**src/rtl/uart_pkg.sv**
```systemverilog
// rtl/uart_pkg.sv - shared UART definitions for the transmitter and receiver
//
// Contents:
//   uart_state_t       - frame FSM state encoding (IDLE, START, DATA, PARITY, STOP)
//   DEFAULT_DATA_WIDTH - payload bits per frame when not overridden
//   PARITY_EVEN/ODD    - encodings of the parity_type input
//   parity_of()        - parity bit for a full 32-bit word, for callers that
//                        need a constant or a scalar helper outside the datapath
package uart_pkg;

    localparam int DEFAULT_DATA_WIDTH = 8;

    localparam logic PARITY_EVEN = 1'b0;
    localparam logic PARITY_ODD  = 1'b1;

    typedef enum logic [2:0] {
        IDLE   = 3'd0,
        START  = 3'd1,
        DATA   = 3'd2,
        PARITY = 3'd3,
        STOP   = 3'd4
    } uart_state_t;

    function automatic logic parity_of(input logic [31:0] word, input logic ptype);
        return (ptype == PARITY_ODD) ? ~(^word) : ^word;
    endfunction

endpackage

```
**src/rtl/uart_parity_calc.sv**
```systemverilog
// rtl/uart_parity_calc.sv - combinational parity generator shared by TX and RX
//
// Ports:
//   data        [DATA_WIDTH-1:0] in  - word to protect
//   parity_type                  in  - 0 = even, 1 = odd
//   parity                       out - bit that makes the total count of ones
//                                      even (even) or odd (odd)
module uart_parity_calc
    import uart_pkg::*;
#(
    parameter int DATA_WIDTH = DEFAULT_DATA_WIDTH
) (
    input  logic [DATA_WIDTH-1:0] data,
    input  logic                  parity_type,
    output logic                  parity
);

    logic data_xor;

    assign data_xor = ^data;

    // Odd parity is the complement of the plain XOR reduction.
    assign parity = (parity_type == PARITY_ODD) ? ~data_xor : data_xor;

endmodule

```
**src/rtl/uart_tx.sv**
```systemverilog
// rtl/uart_tx.sv - UART transmitter: start bit, LSB-first data, optional parity, stop bit
//
// Ports:
//   CLK           in  - bit clock, one serial bit per cycle
//   RST           in  - synchronous active-high reset
//   P_DATA        in  - parallel word, valid with Data_Valid
//   Data_Valid    in  - request strobe, only honoured in IDLE
//   parity_enable in  - 1 inserts a parity bit after the data bits
//   parity_type   in  - 0 = even, 1 = odd
//   TX_OUT        out - registered serial line, idles high
//   busy          out - registered, high for every cycle of a frame
module uart_tx
    import uart_pkg::*;
#(
    parameter int DATA_WIDTH = DEFAULT_DATA_WIDTH
) (
    input  logic                  CLK,
    input  logic                  RST,
    input  logic [DATA_WIDTH-1:0] P_DATA,
    input  logic                  Data_Valid,
    input  logic                  parity_enable,
    input  logic                  parity_type,
    output logic                  TX_OUT,
    output logic                  busy
);

    localparam int CNT_W = (DATA_WIDTH > 1) ? $clog2(DATA_WIDTH) : 1;
    localparam logic [CNT_W-1:0] LAST_BIT = CNT_W'(DATA_WIDTH - 1);

    uart_state_t           state;
    uart_state_t           next_state;
    logic [CNT_W-1:0]      bit_cnt;
    logic [CNT_W-1:0]      bit_cnt_next;
    logic [DATA_WIDTH-1:0] data_reg;
    logic                  par_en_reg;
    logic                  par_bit_reg;
    logic                  par_bit;
    logic                  accept;
    logic                  tx_next;
    logic                  busy_next;

    uart_parity_calc #(
        .DATA_WIDTH (DATA_WIDTH)
    ) u_parity_calc (
        .data        (P_DATA),
        .parity_type (parity_type),
        .parity      (par_bit)
    );

    assign accept = (state == IDLE) && Data_Valid;

    // State register. TX_OUT and busy are registered alongside the state so
    // they change on the same edge and have no combinational path from inputs.
    always_ff @(posedge CLK) begin
        if (RST) begin
            state   <= IDLE;
            bit_cnt <= '0;
            TX_OUT  <= 1'b1;
            busy    <= 1'b0;
        end else begin
            state   <= next_state;
            bit_cnt <= bit_cnt_next;
            TX_OUT  <= tx_next;
            busy    <= busy_next;
        end
    end

    // Everything that shapes the frame is frozen at acceptance, so later
    // input changes cannot disturb a frame in flight.
    always_ff @(posedge CLK) begin
        if (RST) begin
            data_reg    <= '0;
            par_en_reg  <= 1'b0;
            par_bit_reg <= 1'b0;
        end else if (accept) begin
            data_reg    <= P_DATA;
            par_en_reg  <= parity_enable;
            par_bit_reg <= par_bit;
        end
    end

    // Next-state logic, including the data bit counter.
    always_comb begin
        next_state   = state;
        bit_cnt_next = '0;
        case (state)
            IDLE: begin
                if (Data_Valid) begin
                    next_state = START;
                end
            end
            START: begin
                next_state = DATA;
            end
            DATA: begin
                if (bit_cnt == LAST_BIT) begin
                    next_state = par_en_reg ? PARITY : STOP;
                end else begin
                    bit_cnt_next = bit_cnt + 1'b1;
                end
            end
            PARITY: begin
                next_state = STOP;
            end
            STOP: begin
                next_state = IDLE;
            end
            default: begin
                next_state = IDLE;
            end
        endcase
    end

    // Output logic: the value to appear on the line during the next state.
    // In DATA the serializer mux selects with the next counter value so that
    // bit 0 is on the line in the first DATA cycle.
    always_comb begin
        tx_next   = 1'b1;
        busy_next = 1'b1;
        case (next_state)
            IDLE: begin
                tx_next   = 1'b1;
                busy_next = 1'b0;
            end
            START: begin
                tx_next = 1'b0;
            end
            DATA: begin
                tx_next = data_reg[bit_cnt_next];
            end
            PARITY: begin
                tx_next = par_bit_reg;
            end
            STOP: begin
                tx_next = 1'b1;
            end
            default: begin
                tx_next   = 1'b1;
                busy_next = 1'b0;
            end
        endcase
    end

endmodule
```
**config.mk**
```make
export PLATFORM = sky130hd
export DESIGN_NAME = uart_tx
export DESIGN_NICKNAME = d
export VERILOG_FILES = /design/src/rtl/uart_pkg.sv /design/src/rtl/uart_parity_calc.sv /design/src/rtl/uart_tx.sv
export SDC_FILE = /design/constraint.sdc
export NUM_CORES = 1
export LEC_CHECK = 0
export ABC_AREA = 1
export ABC_CLOCK_PERIOD_IN_PS = 2750
export CORE_MARGIN = 2
export CORE_UTILIZATION = 55
export DETAILED_ROUTE_END_ITERATION = 8
export GPL_TIMING_DRIVEN = 1
export PLACE_DENSITY_LB_ADDON = 0.3
export SLEW_MARGIN = 25
export SYNTH_ARGS = -nofsm -noshare
export SYNTH_HDL_FRONTEND = slang
export SYNTH_SLANG_ARGS = --single-unit
```
**constraint.sdc**
```tcl
create_clock -name CLK -period 2.75 [get_ports CLK]
set_input_delay 0.6875 -clock CLK [delete_from_list [all_inputs] [get_ports CLK]]
set_output_delay 0.6875 -clock CLK [all_outputs]
set_load 0.1 [all_outputs]
```
Word level (Yosys, flattened, before mapping). Index checks and enable logic that the tools add are counted.

Register bits after elaboration: 18. Output and inout bits: 2. Input port bits: 13.

Reduce and logical (&&, ||, !) cells: 4. Order comparisons: 1. Bitwise logic cells: 1. Equal/unequal tests: 8. Add/subtract/negate cells: 1. Multiplexer cells: 11.

Operator list (count): $mux W3 (5); $eq A3 B2 Y1 const B (4); $pmux W3 S4 (1); $reduce_xor A8 Y1 (1); $eq A3 B1 Y1 const B (2); $eq A3 B3 Y1 const B (2); $lt A3 B4 Y1 const B (1); $reduce_or A4 Y1 (1); $add A3 B1 Y3 const B (1); $bmux W1 S3 (1); $logic_not A3 Y1 (1); $mux W1 (3); $pmux W1 S3 (1); $logic_and A1 B1 Y1 (1); $not A1 Y1 (1).

Depth between registers and ports, before layout. Gate-level depths: netlist of run 1.

Depth in word-level cells: 6. Depth in mapped cells: 10. Gate-level depth less buffers: 10.

By module. A second synthesis of run 1 with hierarchy kept.

Cells, all modules: 147. Area total of the unflattened synthesis: 983.4 um^2.

Modules (own cells, without submodules): uart_tx (cells each 109, area each 819.5 um^2, times used 1, sequential area each 360.3 um^2); uart_parity_calc (cells each 38, area each 163.9 um^2, times used 1, sequential area each 0.0 um^2).

Worst setup path before layout of run 1. No wires, ideal clock.

Kind: register -> output. Start: register TX_OUT. End: output port TX_OUT. Arrival: 909 ps. Data required time: 2062 ps. Path slack: 1154 ps. Stages on the path, launching flop included: 1. Cells stage by stage: dfxtp_1.

RTL lines: from (decl) (line uart_tx.sv:23) `output logic TX_OUT,`; from (signal assigned) (line uart_tx.sv:63) `TX_OUT <= tx_next;`.

No word-level cell between the ends.

Worst setup path in the final report of run 1.
Start: register bit_cnt[0]. End: register TX_OUT.

Longest elaborated chain between the ends: 6.

Ends and longest elaborated chain: from (decl) (line uart_tx.sv:32) `logic [CNT_W-1:0] bit_cnt;`; from (signal assigned) (line uart_tx.sv:62) `bit_cnt <= bit_cnt_next;`; $add A3 B1 Y3 or $eq A3 B3 Y1 (tied branches) (line uart_tx.sv:99, uart_tx.sv:96); $mux W3 (line uart_tx.sv:96) `if (bit_cnt == LAST_BIT) begin`; $mux W3 (line uart_tx.sv:86) `case (state)`; $bmux W1 S3 (line uart_tx.sv:129) `tx_next = data_reg[bit_cnt_next];`; $mux W1 (implied by the code) (line uart_tx.sv:129); $pmux W1 S3 * (line uart_tx.sv:120) `case (next_state)`.

Mark *: on every way between the ends. The rest lies on a longest branch, timed or not. The select of a mux whose other input is x is not followed. A chain may end at the register's enable or synchronous reset.

==> metrics.md, run 1 <==
| Metric | Value |
|---|---|
| CTS clk-pin slew, worst paths | `0.10 ns` |
| Post-route ant nets | `0` |
| Die ar. | `2090 µm²` |
| Max FFs per register | `8` |
| Fin crit share | `60.3%` |
| Reg2reg end | `TX_OUT` |
| Cell Rows | `15` |
| Vias per cell | `5.21` |
| Post-Synth Simple-Gate Area | `35.7%` |
| Setup Slack @ Placement | `0.806 ns` |
| Final Skew | `0.00119 ns` |
| Post-synth EDFFs | `0` |
| CTS tree | `done` |
| Final setup viols | `0` |
| Max frequency | `0.603 GHz` |
| Max-slew headroom | `78.9%` |
| # IOs | `15` |
| Hold depth | `2` |
| Chip Width | `45.7 µm` |
| CTS buffer count | `3` |
| Largest family of logic cells by synthesized area | `simple AND/OR/NAND/NOR gates` |
| Final Hold Fails | `0` |
| Asr flop ratio synth | `0%` |
| Initial Util | `57.2%` |
| Min-delay src | `data_reg[6]` |
| Worst Slack Setup Final | `1.09 ns` |
| Congestion Overflow GR | `0` |
| Post-synthesis compound-gate area fraction | `11.0%` |
| Critical-path top delay cell | `dfxtp_1` |
| Flop2flop setup slack | `1.09 ns` |
| H-tree depth | `1` |
| Mapped Cells | `127` |
| Post-Synth XOR/XNOR Area | `4.58%` |
| Netlist Area Pre-Place | `956 µm²` |
| Synth unique cells | `27` |
| Fin cells | `160` |
| Leak | `0.511 nW` |
| Remaining DRCs | `0` |
| Die Y | `45.7 µm` |
| Sequential cell area | `360 µm²` |
| Worst-skew pair later-pin latency | `0.30 ns` |
| Min-Delay Endpoint | `data_reg[6]` |
| Synth warn | `0` |
| Total clock sinks | `18` |
| Register area share after synthesis | `37.7%` |
| First-pass GRT wire length | `2.86 mm` |
| Largest net degree at the start of global routing | `18` |
| Avg WL per Cell | `10.3 µm` |
| Core area | `1670 µm²` |
| Setup_tns | `0 ns` |
| Worst min path class | `register to register` |
| Arr. time, crit path | `1.85 ns` |
| I/O Buffers | `14` |
| Post-CTS sizing | `0` |
| Post-CTS Setup Bufs | `0` |
| Syn nets | `142` |
| Worst-path maximum fanout | `6` |
| Minimum clock period | `1.66 ns` |
| Initial DRT Pass Iterations | `4` |
| CP Class | `register to register` |
| Crit path largest cell delay | `0.35 ns` |
| Ys flop type | `dfxtp_1` |
| Crit path required time | `2.95 ns` |
| Crit Reg-Reg Startpoint | `bit_cnt[0]` |
| Layout cells sized above 1 | `15.4%` |
| Fill count | `147` |
| Max VDD drop | `0.270 mV` |
| Clock Tree Root | `clkbuf_4` |
| Syn Area/Cell | `7.53 µm²` |
| Initial antenna violation count | `0` |
| Gpl congestion | `0.817` |
| Crit-path cells | `ha_1 > ha_1 > nor2_4 > nand3_2 > nand2_1 > nand2_1 > nand2_1 > nand3_1 > nand3_2 > nand3_2` |
| Vias in the first global route | `727` |
| Initial DRC Count | `2` |
| Outcome | `complete, no violations` |
| Worst slew pin tran | `0.316 ns` |
| Yosys reg bits | `18` |
| Clock buffer depth | `2` |
| Nets | `159` |
| Hold-fix buffers, CTS | `0` |
| Layout Area Growth over Synthesis | `19.0%` |
| HPWL reported at the end of detailed placement | `1.31 mm` |
| Post-synthesis adder-cell area fraction | `2.62%` |
| Unrepaired setup endpoints after global routing | `no` |
| Area occupied by multi-input gates | `515 µm²` |
| Vias after detailed routing | `834` |
| Max-Cap Viols | `0` |
| Pwr dens | `508 nW/µm²` |
| Mux contribution to synthesized area | `0%` |
| Worst Reg-to-Reg Cells | `10` |
| Max-slew violations | `0` |
| All-Layer GR Usage | `19.0%` |
| CP Launch Type | `register` |
| Antenna diode count | `0` |
| Placed instance count | `156` |
| Kind of end point of the critical path | `register` |
| Total wire length | `1.65 mm` |
==> worst max path at each step <==
stage,startpoint,end,depth (start not counted)
2_1_floorplan,TX_OUT,TX_OUT,0
6_report,bit_cnt[0],TX_OUT,10
5_1_grt,bit_cnt[0],TX_OUT,10
4_1_cts,bit_cnt[0],TX_OUT,10
3_5_place_dp,P_DATA[0],par_bit_reg,10
3_3_place_gp,P_DATA[0],par_bit_reg,10
==> power by group <==
part,total (W),switching [W],internal (W)
registers,0.000288,0.00000948,0.000279
logic,0.000127,0.0000754,0.0000513
clock network,0.000163,0.0000823,0.0000808
==> final cells by class <==
type                    count  share of cell area, %
multi-input cells          93                   45.3
flip-flops and latches     18                   31.7
repair buffers             14                   11.9
inverters                  14                   6.05
clock buffers               4                   3.19
well taps                  17                   1.87
==> worst max-delay path: cells and delay by family, from the launching register on <==
kind / cells / cell delay, ns
DFF: 1 / 0.35
and+or+nand+nor: 8 / 0.73
adders and majority gates: 2 / 0.48
==> layer usage <==
layer | part of all wire (%) | track usage (%)
met2 | 50 | 33.2
met1 | 45 | 21.0
met5 | 0 | 0
met4 | 2.4 | 11.4
met3 | 3.2 | 3.57
==> logic make-up (layout without fill, tap and decap cells) <==
group / Yosys count / in the layout
xor gates and xnor gates: 5 / 5
DFF: 18 / 18
adders and majority gates: 2 / 2
AOI/OAI and AO/OA: 20 / 20
buffers and inverters: 16 / 32
and+or+nand+nor: 66 / 66
==> cells in the mapped netlist, types with 2 or more instances <==
| cell type | number | area share [%] |
|---|---|---|
| xor2_1 | 2 | 1.8 |
| o21ai_1 | 6 | 3.1 |
| inv_2 | 3 | 1.2 |
| dfxtp_1 | 18 | 38 |
| a21oi_1 | 6 | 3.1 |
| nand4_1 | 3 | 2.0 |
| o21ai_0 | 6 | 3.1 |
| nand2_1 | 24 | 9.4 |
| nand3_2 | 6 | 6.3 |
| nor2_1 | 20 | 7.9 |
| inv_1 | 9 | 3.5 |
| nand3_1 | 6 | 3.1 |
| ha_1 | 2 | 2.6 |
| xnor2_1 | 3 | 2.7 |
==> through the flow <==
| stage | util [%] | total power [W] | instance area, µm² | hold WS (ns) |
|---|---|---|---|---|
| 2_1_floorplan | - | 0.000384 | 956 | 0.430 |
| 3_3_place_gp | 65.9 | 0.000419 | 1100 | 0.453 |
| 3_5_place_dp | 65.9 | 0.000422 | 1100 | 0.454 |
| 4_1_cts | 68.1 | 0.000585 | 1140 | 0.468 |
| 5_1_grt | 68.1 | 0.000610 | 1140 | 0.495 |
| 6_report | 68.1 | 0.000578 | 1140 | 0.474 |
==> layout by cell type, fill, tap and decap left out <==
cell type        synthesis  layout
inv_1                    9       9
dfxtp_1                 18      18
nor2_8                   1       1
nand2_4                  1       1
nand3_1                  6       6
inv_2                    3       3
nor3_1                   1       1
inv_4                    1       1
nand4_1                  3       3
clkdlybuf4s50_1          0      12
buf_4                    1       2
clkbuf_4                 0       3
ha_1                     2       2
a21oi_2                  1       1
xnor2_1                  3       3
nand3_2                  6       6
nor2_1                  20      20
clkbuf_8                 0       1
nand2_1                 24      24
xor2_1                   2       2
nor2_2                   1       1
o21ai_1                  6       6
nand3b_1                 1       1
o21ai_0                  6       6
a31oi_1                  1       1
nor2_4                   1       1
or2_1                    1       1
a21oi_1                  6       6
bufinv_8                 1       1
No activity file was read; power rests on OpenSTA's default activity.
==> run 2, diff against run 1 <==
ABC_CLOCK_PERIOD_IN_PS = 1400   (was 2750)
CORE_UTILIZATION = 46   (was 55)
clock period = 1.4 ns   (was 2.75 ns; I/O delays follow)
==> run 2 against run 1 <==
  * The flow now finishes with violations (negative setup slack)
  * Clock power rose by 96%
  * Worst hold slack lost 0.090 ns
  * Cell count increased by 11%
  * Critical path depth did not move
  * Combinational power grew 130%
  * Non-clock buffer count rose by 7
  * Register-to-register slack got worse by 1.2 ns
  * Sequential power is 98% higher
  * Sequential share of layout area decreased by 3.9 points
  * Flip-flop and latch count unchanged
  * Largest cell class unchanged
==> metrics.md, run 2 (synthesis results as in run 1) <==
| Metric | Value |
|---|---|
| Core area | `1960 µm² (was 1670 µm²)` |
| Crit path required time | `1.60 ns (was 2.95 ns)` |
| Avg WL per Cell | `12.1 µm (was 10.3 µm)` |
| Antenna diode count | `0 (unchanged)` |
| Initial antenna violation count | `0 (unchanged)` |
| Worst min path class | `primary input to register (was register to register)` |
| CTS buffer count | `3 (unchanged)` |
| Hold-fix buffers, CTS | `0 (unchanged)` |
| Nets | `166 (was 159)` |
| Worst Slack Setup Final | `-0.0794 ns (was 1.09 ns)` |
| Fin cells | `177 (was 160)` |
| Max-slew headroom | `83.1% (was 78.9%)` |
| Placed cell area | `1200 µm² (was 1100 µm²)` |
| Final Skew | `0.00438 ns (was 0.00119 ns)` |
| Remaining DRCs | `0 (unchanged)` |
| Flop2flop setup slack | `-0.08 ns (was 1.09 ns)` |
| CTS tree | `done (unchanged)` |
| I/O Buffers | `14 (unchanged)` |
| Tot Pwr | `0.00119 W (was 0.000578 W)` |
| Pwr dens | `911 nW/µm² (was 508 nW/µm²)` |
| HPWL reported at the end of detailed placement | `1.59 mm (was 1.31 mm)` |
| Largest net degree at the start of global routing | `18 (unchanged)` |
| Layout cells sized above 1 | `26.0% (was 15.4%)` |
| Most frequent cells in the layout | `20 x nand2_1, 20 x nor2_1, 16 x dfxtp_1 (was 24 x nand2_1, 20 x nor2_1, 18 x dfxtp_1)` |
| WL met1 | `850 µm (was 738 µm)` |
| Max VDD drop | `0.478 mV (was 0.270 mV)` |
| CP Launch Type | `register (unchanged)` |
| Worst-path maximum fanout | `4 (was 6)` |
| Max FFs per register | `8 (unchanged)` |
| Total clock sinks | `18 (unchanged)` |
| Initial Util | `48.7% (was 57.2%)` |
| Clock buffer depth | `2 (unchanged)` |
| Vias in the first global route | `912 (was 727)` |
| Post-Route Utilization | `66.5% (was 68.1%)` |
| Outcome | `finished, violations left (was complete, no violations)` |
| # IOs | `15 (unchanged)` |
| Sequential cell area | `363 µm² (was 360 µm²)` |
| Minimum clock period | `1.48 ns (was 1.66 ns)` |
| Worst-skew pair later-pin latency | `0.29 ns (was 0.30 ns)` |
| Arr. time, crit path | `1.67 ns (was 1.85 ns)` |
| Congestion Overflow GR | `0 (unchanged)` |
| Placed instance count | `171 (was 156)` |
| Critical-path top delay cell | `dfxtp_2 (was dfxtp_1)` |
| Crit path largest cell delay | `0.35 ns (about the same)` |
| H-tree depth | `1 (unchanged)` |
| CP dominant cell by count | `nand3_2` |
| Clock Tree Root | `clkbuf_4 (unchanged)` |
| Final Hold Fails | `0 (unchanged)` |
| Max-Cap Viols | `0 (unchanged)` |
| Initial DRT Pass Iterations | `4 (unchanged)` |
| Worst slew pin tran | `0.254 ns (was 0.316 ns)` |
| First-pass GRT wire length | `3.62 mm (was 2.86 mm)` |
| Final instance area | `1300 µm² (was 1140 µm²)` |
| Leak | `0.587 nW (was 0.511 nW)` |
| Die Y | `49.6 µm (was 45.7 µm)` |
| Die ar. | `2460 µm² (was 2090 µm²)` |
| CP Class | `register to register (unchanged)` |
| Fin crit share | `106% (was 60.3%)` |
| Detail Route met3 WL | `82 µm (was 52 µm)` |
| Crit-path cells | `ha_4 > ha_4 > nor2_4 > nand3_4 > nand2_2 > nand3_2 > nand2_1 > nand2_1 > nand3_2 > nand3_2 (was ha_1 > ha_1 > nor2_4 > nand3_2 > nand2_1 > nand2_1 > nand2_1 > nand3_1 > nand3_2 > nand3_2)` |
| Cell Rows | `16 (was 15)` |
| Gpl congestion | `0.863 (was 0.817)` |
| Max frequency | `0.676 GHz (was 0.603 GHz)` |
| Area occupied by multi-input gates | `568 µm² (was 515 µm²)` |
| Layout Area Growth over Synthesis | `36.4% (was 19.0%)` |
| Vias after detailed routing | `891 (was 834)` |
| Routed wl met2 | `1.15 mm (was 818 µm)` |
| Max-slew violations | `0 (unchanged)` |
| Total wire length | `2.14 mm (was 1.65 mm)` |
| Vias per cell | `5.03 (was 5.21)` |
| CTS clk-pin slew, worst paths | `0.10 ns (about the same)` |
| Post-route ant nets | `0 (unchanged)` |
| Top Metal Used | `met4 (unchanged)` |
| Initial DRC Count | `13 (was 2)` |
| Final setup viols | `1 (was 0)` |
| All-Layer GR Usage | `18.8% (was 19.0%)` |
| Fin Hold WS | `0.384 ns (was 0.474 ns)` |
| Kind of end point of the critical path | `register (unchanged)` |
| Unrepaired setup endpoints after global routing | `yes (was no)` |
| Failing checks | `negative setup slack` |
| Chip Width | `49.6 µm (was 45.7 µm)` |
| Fill count | `190 (was 147)` |
-- run 2: cell count changes in the layout (fill, tap and decap cells not counted), sizes merged --
cell           delta
buf               +7
clkdlybuf4s50     -2
dlymetal6s2s      +2
-- run 2: path summary, 6_finish.rpt --
kind	startpoint	endpoint	cells past startpoint
hold / removal	P_DATA[0]	data_reg[0]	3
setup / recovery	bit_cnt[1]	TX_OUT	10
hold reg to reg	data_reg[1]	data_reg[1]	2
setup reg to reg	bit_cnt[1]	TX_OUT	10
-- run 2: worst max-delay path, delay by kind of cell (launching register included) --
kind / cells / cell delay [ns]
adders and majority gates: 2 / 0.33
DFF: 1 / 0.35
and+or+nand+nor: 8 / 0.70
-- run 2: what timing repair did --
action	CTS	global route
gates resized for setup	4	9
setup endpoints to repair	1	2
setup buffers	2	0
pin swaps	6	10
-- run 2: where the power goes --
part | internal [W] | switching [W] | leakage, nW
logic | 0.000133 | 0.000164 | 0.417
clock network | 0.000159 | 0.000162 | 0.0210
registers | 0.000548 | 0.0000230 | 0.149
-- run 2: layer usage --
metal / vias to the layer above / global-route usage [%]
met3: 6 / 1.82
met4: 0 / 9.72
met2: 19 / 36.2
li1: 458 / -
met1: 408 / 19.8
met5: - / 0
-- run 2: per-stage QoR --
step                      TNS [ns]  worst slack, ns
after floorplan                  0           0.0226
after global placement      -0.204           -0.151
after detailed placement    -0.608           -0.203
after CTS                  -0.0521          -0.0521
after global routing        -0.137           -0.137
final                      -0.0794          -0.0794
-- run 2: cell type report --
class | instances | area share [%]
multi-input combinational | 93 | 43.6
tap | 27 | 2.59
timing repair buffer | 21 | 17.9
inverter | 14 | 5.28
sequential | 18 | 27.8
clock buffer | 4 | 2.78
==> run 3, diff against run 2 <==
CTS_CLUSTER_DIAMETER = 120   (was not set)
==> results of run 3 <==
The final DEF is identical to that of run 2; final timing and power are the same.
